[src/rtl/cmp_arb.sv]
// Two-port round-robin arbiter in front of one shared 32-bit comparator.
// Each granted request is evaluated in a single cycle and registered into that requester's own response slot.
module cmp_arb #(
  parameter int TAG_W = 4
) (
  input  logic             clk,
  input  logic             rst_n,
  input  logic             req0_valid,
  output logic             req0_ready,
  input  logic [31:0]      req0_r1,
  input  logic [31:0]      req0_r2,
  input  logic [2:0]       req0_op,
  input  logic [TAG_W-1:0] req0_tag,
  output logic             rsp0_valid,
  input  logic             rsp0_ready,
  output logic             rsp0_result,
  output logic             rsp0_illegal,
  output logic [TAG_W-1:0] rsp0_tag,
  input  logic             req1_valid,
  output logic             req1_ready,
  input  logic [31:0]      req1_r1,
  input  logic [31:0]      req1_r2,
  input  logic [2:0]       req1_op,
  input  logic [TAG_W-1:0] req1_tag,
  output logic             rsp1_valid,
  input  logic             rsp1_ready,
  output logic             rsp1_result,
  output logic             rsp1_illegal,
  output logic [TAG_W-1:0] rsp1_tag
);

  // Handshake: a transfer happens on a rising edge where valid and ready are both high.
  // reqN_ready depends only on the valids, rspN_ready, the slot state and rst_n, never on operands.

  logic             last_gnt;
  logic             free0, free1;
  logic             elig0, elig1;
  logic             grant0, grant1;
  logic [31:0]      sel_r1, sel_r2;
  logic [2:0]       sel_op;
  logic [TAG_W-1:0] sel_tag;
  logic             cmp_eq, cmp_lt_s, cmp_lt_u;
  logic             cmp_base, cmp_result, cmp_illegal;

  always_comb begin
    free0  = !rsp0_valid || rsp0_ready;
    free1  = !rsp1_valid || rsp1_ready;
    elig0  = rst_n && req0_valid && free0;
    elig1  = rst_n && req1_valid && free1;
    // On contention the requester not granted last time wins.
    grant0 = elig0 && (!elig1 || last_gnt);
    grant1 = elig1 && (!elig0 || !last_gnt);
  end

  assign req0_ready = grant0;
  assign req1_ready = grant1;

  always_comb begin
    sel_r1  = grant1 ? req1_r1  : req0_r1;
    sel_r2  = grant1 ? req1_r2  : req0_r2;
    sel_op  = grant1 ? req1_op  : req0_op;
    sel_tag = grant1 ? req1_tag : req0_tag;
  end

  always_comb begin
    cmp_eq   = (sel_r1 == sel_r2);
    cmp_lt_s = ($signed(sel_r1) < $signed(sel_r2));
    cmp_lt_u = (sel_r1 < sel_r2);
    case (sel_op[2:1])
      2'b00:   cmp_base = cmp_eq;
      2'b10:   cmp_base = cmp_lt_s;
      2'b11:   cmp_base = cmp_lt_u;
      default: cmp_base = 1'b0;
    endcase
    cmp_result  = cmp_base ^ sel_op[0];
    cmp_illegal = (sel_op[2:1] == 2'b01);
  end

  always_ff @(posedge clk) begin
    if (!rst_n) begin
      last_gnt     <= 1'b1;
      rsp0_valid   <= 1'b0;
      rsp0_result  <= 1'b0;
      rsp0_illegal <= 1'b0;
      rsp0_tag     <= '0;
      rsp1_valid   <= 1'b0;
      rsp1_result  <= 1'b0;
      rsp1_illegal <= 1'b0;
      rsp1_tag     <= '0;
    end else begin
      if (grant0 || grant1) begin
        last_gnt <= grant1;
      end
      // A refill takes priority over a drain so the slot never bubbles.
      if (grant0) begin
        rsp0_valid   <= 1'b1;
        rsp0_result  <= cmp_result;
        rsp0_illegal <= cmp_illegal;
        rsp0_tag     <= sel_tag;
      end else if (rsp0_ready) begin
        rsp0_valid   <= 1'b0;
      end
      if (grant1) begin
        rsp1_valid   <= 1'b1;
        rsp1_result  <= cmp_result;
        rsp1_illegal <= cmp_illegal;
        rsp1_tag     <= sel_tag;
      end else if (rsp1_ready) begin
        rsp1_valid   <= 1'b0;
      end
    end
  end

endmodule

[config.mk]
export PLATFORM = sky130hd
export DESIGN_NAME = cmp_arb
export DESIGN_NICKNAME = d
export VERILOG_FILES = /design/src/rtl/cmp_arb.sv
export SDC_FILE = /design/constraint.sdc
export NUM_CORES = 1
export LEC_CHECK = 0
export ABC_AREA = 1
export CORE_ASPECT_RATIO = 1.1
export CORE_UTILIZATION = 38
export DETAILED_ROUTE_END_ITERATION = 12
export PLACE_DENSITY = 0.88
export RECOVER_POWER = 25
export SYNTH_ARGS = -nofsm -noshare
export SYNTH_HDL_FRONTEND = slang
export SYNTH_SLANG_ARGS = --single-unit
export TNS_END_PERCENT = 30
[constraint.sdc]
create_clock -name clk -period 4.3 [get_ports clk]
set_clock_uncertainty 0.15 [all_clocks]
set_input_delay 0.43 -clock clk [delete_from_list [all_inputs] [get_ports clk]]
set_output_delay 0.43 -clock clk [all_outputs]
set_load 0.01 [all_outputs]
== Yosys cells after proc, flatten, opt, wreduce, memory -nomap -nowiden ==
Cells that the tools add are included.
Widths: inputs -> output; s select.

* Flip-flop bits (word level): 15

* Order comparisons: 2
* Equality and inequality tests: 4
* Mux-type cells: 9
* Bitwise logic cells: 1
* Reductions and logical operators: 19

{| class="wikitable"
|+ Operator list
! cell !! count
|-
| $lt 32x32->1 || 2
|-
| $mux 32 || 2
|-
| $eq 32x32->1 || 1
|-
| $logic_and 1x1->1 || 6
|-
| $logic_not 1->1 || 5
|-
| $logic_or 1x1->1 || 5
|-
| $eq 2x2->1 const B || 2
|-
| $mux 1 || 4
|-
| $mux 4 || 1
|-
| $reduce_bool 2->1 || 2
|-
| $mux 3 || 1
|-
| $pmux 1 s3 || 1
|-
| $eq 2x1->1 const B || 1
|-
| $logic_not 2->1 || 1
|-
| $xor 1x1->1 || 1
|}

== Logic depth before layout (Yosys ltp) ==
* Word-level depth: 10
* Depth in mapped cells: 24

== Worst setup path before layout ==
Ideal clock, no wire load.

* Kind: input-to-reg
* From: in rst_n
* To: reg rsp1_result
* Data arrival time: 2.484 ns
* Required time: 4.041 ns
* Slack: 1.558 ns
* Cell stages on the path: 21
* Buffers on the path: 3
* Cell sequence: buf_6 > nand2_2 > a21oi_4 > nand2_4 > buf_6 > buf_2 > mux2i_1 > ha_1 > nand2_1 > nor2_1 > nand2_1 > inv_1 > nand2_2 > nor2_4 > nand2_2 > nand4_1 > nand3_1 > nand3_2 > nand3_1 > nand2_1 > inv_1

* Cells in the longest elaborated chain, start to end: 9
* Elaborated cells on any way between the ends: 18
* Those cells by class: order compare (2); eq/ne (3); mux (4); bitwise (1); reduce/logical (8)

{| class="wikitable"
|+ Ends and longest elaborated chain
! element !! line !! text
|-
| from (decl) || 7 || <nowiki>input logic rst_n,</nowiki>
|-
| $logic_and 1x1->1 (2 in series) || 48 || <nowiki>elig0 = rst_n && req0_valid && free0;</nowiki>
|-
| $logic_not 1->1 || 52 || <nowiki>grant1 = elig1 && (!elig0 || !last_gnt);</nowiki>
|-
| $logic_or 1x1->1 || 52 ||
|-
| $logic_and 1x1->1 || 52 ||
|-
| $mux 32, or another cell as far along || 59 || <nowiki>sel_r1 = grant1 ? req1_r1 : req0_r1;</nowiki>
|-
| $lt 32x32->1, or another cell as far along || 68 || <nowiki>cmp_lt_u = (sel_r1 < sel_r2);</nowiki>
|-
| $pmux 1 s3 || 69 || <nowiki>case (sel_op[2:1])</nowiki>
|-
| $xor 1x1->1 || 75 || <nowiki>cmp_result = cmp_base ^ sel_op[0];</nowiki>
|-
| to (signal assigned) || 105 || <nowiki>rsp1_result <= cmp_result;</nowiki>
|-
| to (decl) || 27 || <nowiki>output logic rsp1_result,</nowiki>
|}

Parallel ways exist; a longest one is shown, timed or not.
A chain may end at the register's enable or synchronous reset.

== Final worst setup path ==
Ends and elaborated chain as after synthesis.

==> out/metrics.json <==
{
  "floorplanning": {
    "boundaryPins": 164,
    "design.die.area_um2": 6182,
    "start_util_pct": 40.56,
    "die_height_um": 82.36,
    "fp-row-count": 28,
    "coreArea_um2": 5500,
    "die_w_um": 75.06
  },
  "clock_tree": {
    "clkSlewWorstSetupHoldPaths_ps": 60,
    "clk-insertion-delay-late_ps": 250,
    "cts.hold.buffers_added": 0,
    "cts_inserted_buffers": 3,
    "clock_path_buffers": 2,
    "postCtsSetupRepairBufs": 0,
    "htreeDepth": 1,
    "clk_root_buffer_cell": "sky130_fd_sc_hd__clkbuf_8",
    "ctsResizeCount": 0,
    "cts_tree": "built",
    "cts.sink_count": 15
  },
  "placed_design": {
    "place.detailed.instances": 583,
    "placed_area_um2": 3905,
    "port_buffer_count": 163,
    "gp_congestion": 0.7684,
    "post-dp-hpwl_um": 6325
  },
  "sta": {
    "timing.max_slew.rel_slack_pct": 61.65,
    "rsz0062_at_grt": "no",
    "max_slew.worst_pin.slew_ps": 574.6,
    "final-setup-viol-count": 0,
    "setup-tns-final_ps": 0,
    "fmaxAchievable_mhz": 270.1,
    "period_needed_ps": 3702,
    "final_max_slew_viol_count": 0,
    "final.hold.worst_slack_ps": 310.9,
    "report.final.hold_viol_count": 0,
    "min_period_over_period_pct": 86.09
  },
  "critical_path": {
    "timing.rr.start": "rsp0_valid$_SDFFE_PN0P_",
    "setup.worst_path.start_class": "input port",
    "worstSetupEndpointType": "register",
    "worst-endpoint-required_ps": 4300,
    "worst_setup_path_class": "in2reg",
    "timing.critical_path.arrival_ps": 3710,
    "worstPathMaxFanout": 42,
    "reg2reg_path_depth": 18,
    "worst-r2r-setup-slack_ps": 1070,
    "timing.rr.end": "rsp1_result$_SDFFE_PN0N_"
  },
  "detailed_routing": {
    "drc": 0,
    "detail_route.vias_per_cell": 4.835,
    "via_count": 2838,
    "totalWireLength_um": 7424,
    "drt_pass1_iterations": 4,
    "top_signal_layer_used": "met4",
    "wl_met3_um": 610,
    "ant_nets": 0,
    "drt-met1-wl_um": 2749,
    "wl_per_cell_um": 12.65,
    "detailroute.wirelength.met2_um": 3977,
    "drt_iter0_markers": 63
  },
  "job": {
    "cap_viol_max_count": 0
  },
  "yosys": {
    "synthArstFlopShare_pct": 0,
    "synthDistinctLibCells": 31,
    "synth.cell_area_um2": 2231,
    "synth_enable_flop_cells": 0,
    "total_of_flip_flops_plus_latches_after_synthesis": 15,
    "syn-num-nets": 537,
    "yosysSeqAreaShare_pct": 13.46,
    "synthCells": 357,
    "post_syn_area_per_cell_um2": 6.249,
    "synth_ff_type": "sky130_fd_sc_hd__dfxtp_1",
    "synthesis.yosys.warnings": 0
  },
  "worst_hold_path": {
    "worst_hold_path.endpoint": "rsp1_tag[0]$_SDFFE_PN0N_",
    "worst_hold_path.num_cells": 2,
    "hold_path.class": "reg2reg",
    "min_from": "rsp1_tag[0]$_SDFFE_PN0N_"
  },
  "pwr": {
    "power_density_nw_per_um2": 163.4,
    "power_leakage_nw": 2.039,
    "worst_ir_drop_vdd_v": 0.0001382
  },
  "global_route": {
    "globalRouteOverflowTotal": 0,
    "maximum_number_of_pins_on_one_net_before_global_route_repair": 59,
    "grt_pass1_wl_um": 11050,
    "grt_usage_pct": 22.84,
    "initial_antenna_violation_count": 0,
    "first_global_vias": 2695
  },
  "outcome": {
    "status": "complete, no violations"
  },
  "final_layout": {
    "final_cell_count_no_fill": 587,
    "layout-drive-gt1-share_pct": 3.711,
    "flow.area_growth_from_synthesis_pct": 77.06,
    "num_antenna_cells": 0,
    "final_net_count": 693,
    "post-route-cell-area_um2": 3950
  }
}
## routing by layer
| metal | up-vias | global-route usage, % |
|---|---|---|
| li1 | 1469 | - |
| met1 | 1264 | 23.25 |
| met2 | 96 | 46.67 |
| met3 | 9 | 5.218 |
| met4 | 0 | 3.962 |
| met5 | - | 0 |
## sequential cells by signal, summed over array words and instances (netlist names)
register      count
last_gnt          1
rsp1_illegal      1
rsp1_result       1
rsp0_result       1
rsp0_illegal      1
rsp0_tag          4
rsp0_valid        1
rsp1_valid        1
rsp1_tag          4
## synth_stat cells (all sizes together) (3+ instances only)
master	n	area, µm²
nand2	173	666.9
ha	32	400.4
mux2i	32	320.3
nor2	21	98.84
inv	20	75.07
a21oi	17	100.1
nand3	16	85.08
dfxtp	15	300.3
buf	8	52.55
clkbuf	5	18.77
nand4	4	25.02
a21o	3	22.52
o21ai	3	15.01
## where the power goes
group	internal (W)	leakage [nW]	switching, W
clock	0.0000657	0.0228	0.0000505
combinational	0.000217	1.89	0.000159
sequential	0.000148	0.123	0.00000499
total	0.000431	2.04	0.000214
## cells by family (layout without fill, tap and decap cells)
| kind of cell | count (synthesis) | after routing | synth area share (%) |
|---|---|---|---|
| and+or+nand+nor | 217 | 217 | 40.10 |
| buffers and inverters | 35 | 190 | 6.954 |
| adders and majority gates | 32 | 32 | 17.95 |
| muxes | 32 | 32 | 14.36 |
| AOI/OAI and AO/OA | 26 | 26 | 7.179 |
| DFF | 15 | 15 | 13.46 |
## per-stage QoR
| step | total power [W] | utilization (%) | setup slack [ps] |
|---|---|---|---|
| final | 0.0006454 | 71.82 | 598.2 |
| after global routing | 0.0006982 | 71.82 | 291.5 |
| after CTS | 0.0006531 | 71.82 | 686.8 |
| after detailed placement | 0.0005345 | 71.00 | 427.2 |
| after global placement | 0.0005231 | 71.00 | 508.1 |
| after floorplan | 0.0003414 | - | 1558 |
## placed cells by master (no fill, tap or decap), types with 2 or more instances in the layout
cell	netlist	final
sky130_fd_sc_hd__nor2_1	17	17
sky130_fd_sc_hd__a21o_1	3	3
sky130_fd_sc_hd__clkdlybuf4s50_1	0	156
sky130_fd_sc_hd__ha_1	32	32
sky130_fd_sc_hd__inv_2	2	2
sky130_fd_sc_hd__mux2i_1	32	32
sky130_fd_sc_hd__nand4_1	4	4
sky130_fd_sc_hd__nor2_2	2	2
sky130_fd_sc_hd__inv_1	18	18
sky130_fd_sc_hd__nand3_1	15	15
sky130_fd_sc_hd__dlygate4sd3_1	0	7
sky130_fd_sc_hd__clkbuf_8	0	3
sky130_fd_sc_hd__dfxtp_1	15	15
sky130_fd_sc_hd__a21oi_1	15	15
sky130_fd_sc_hd__nand2_1	168	168
sky130_fd_sc_hd__nor2_4	2	2
sky130_fd_sc_hd__nand2_2	4	4
sky130_fd_sc_hd__o21ai_0	2	2
## how the worst max path moves through the flow
stage                     startpoint                        to  slack (ps)  cells after the start
after floorplan                rst_n  rsp1_result$_SDFFE_PN0N_        1560                     21
after global placement         rst_n  rsp1_result$_SDFFE_PN0N_         510                     22
after detailed placement       rst_n  rsp1_result$_SDFFE_PN0N_         430                     19
after CTS                      rst_n  rsp1_result$_SDFFE_PN0N_         690                     19
after global routing           rst_n  rsp1_result$_SDFFE_PN0N_         290                     22
final                          rst_n  rsp1_result$_SDFFE_PN0N_         600                     19
## layout make-up
type,count,area [µm²]
clock buffer,4,45.04
fill,463,1550
inverter,22,83.83
multi-input combinational,307,1775
sequential,15,300.3
tap,75,93.84
timing repair buffer,164,1652
## worst max-delay path: stages
cell,delay [ps]
sky130_fd_sc_hd__dlygate4sd3_1,660
sky130_fd_sc_hd__nand2_2,120
sky130_fd_sc_hd__a21oi_4,40
sky130_fd_sc_hd__nand2_4,220
sky130_fd_sc_hd__clkinv_2,520
sky130_fd_sc_hd__nand2_1,190
sky130_fd_sc_hd__nand2_1,70
sky130_fd_sc_hd__ha_1,300
sky130_fd_sc_hd__nand2_1,80
sky130_fd_sc_hd__nor2_1,150
sky130_fd_sc_hd__nand4_1,190
sky130_fd_sc_hd__nor2_4,160
sky130_fd_sc_hd__nand2_2,70
sky130_fd_sc_hd__nand4_1,100
sky130_fd_sc_hd__nand3_1,90
sky130_fd_sc_hd__nand3_1,110
sky130_fd_sc_hd__nand3_1,70
sky130_fd_sc_hd__nand2_1,70
sky130_fd_sc_hd__inv_1,30
Power figures use the tool's default switching activity.
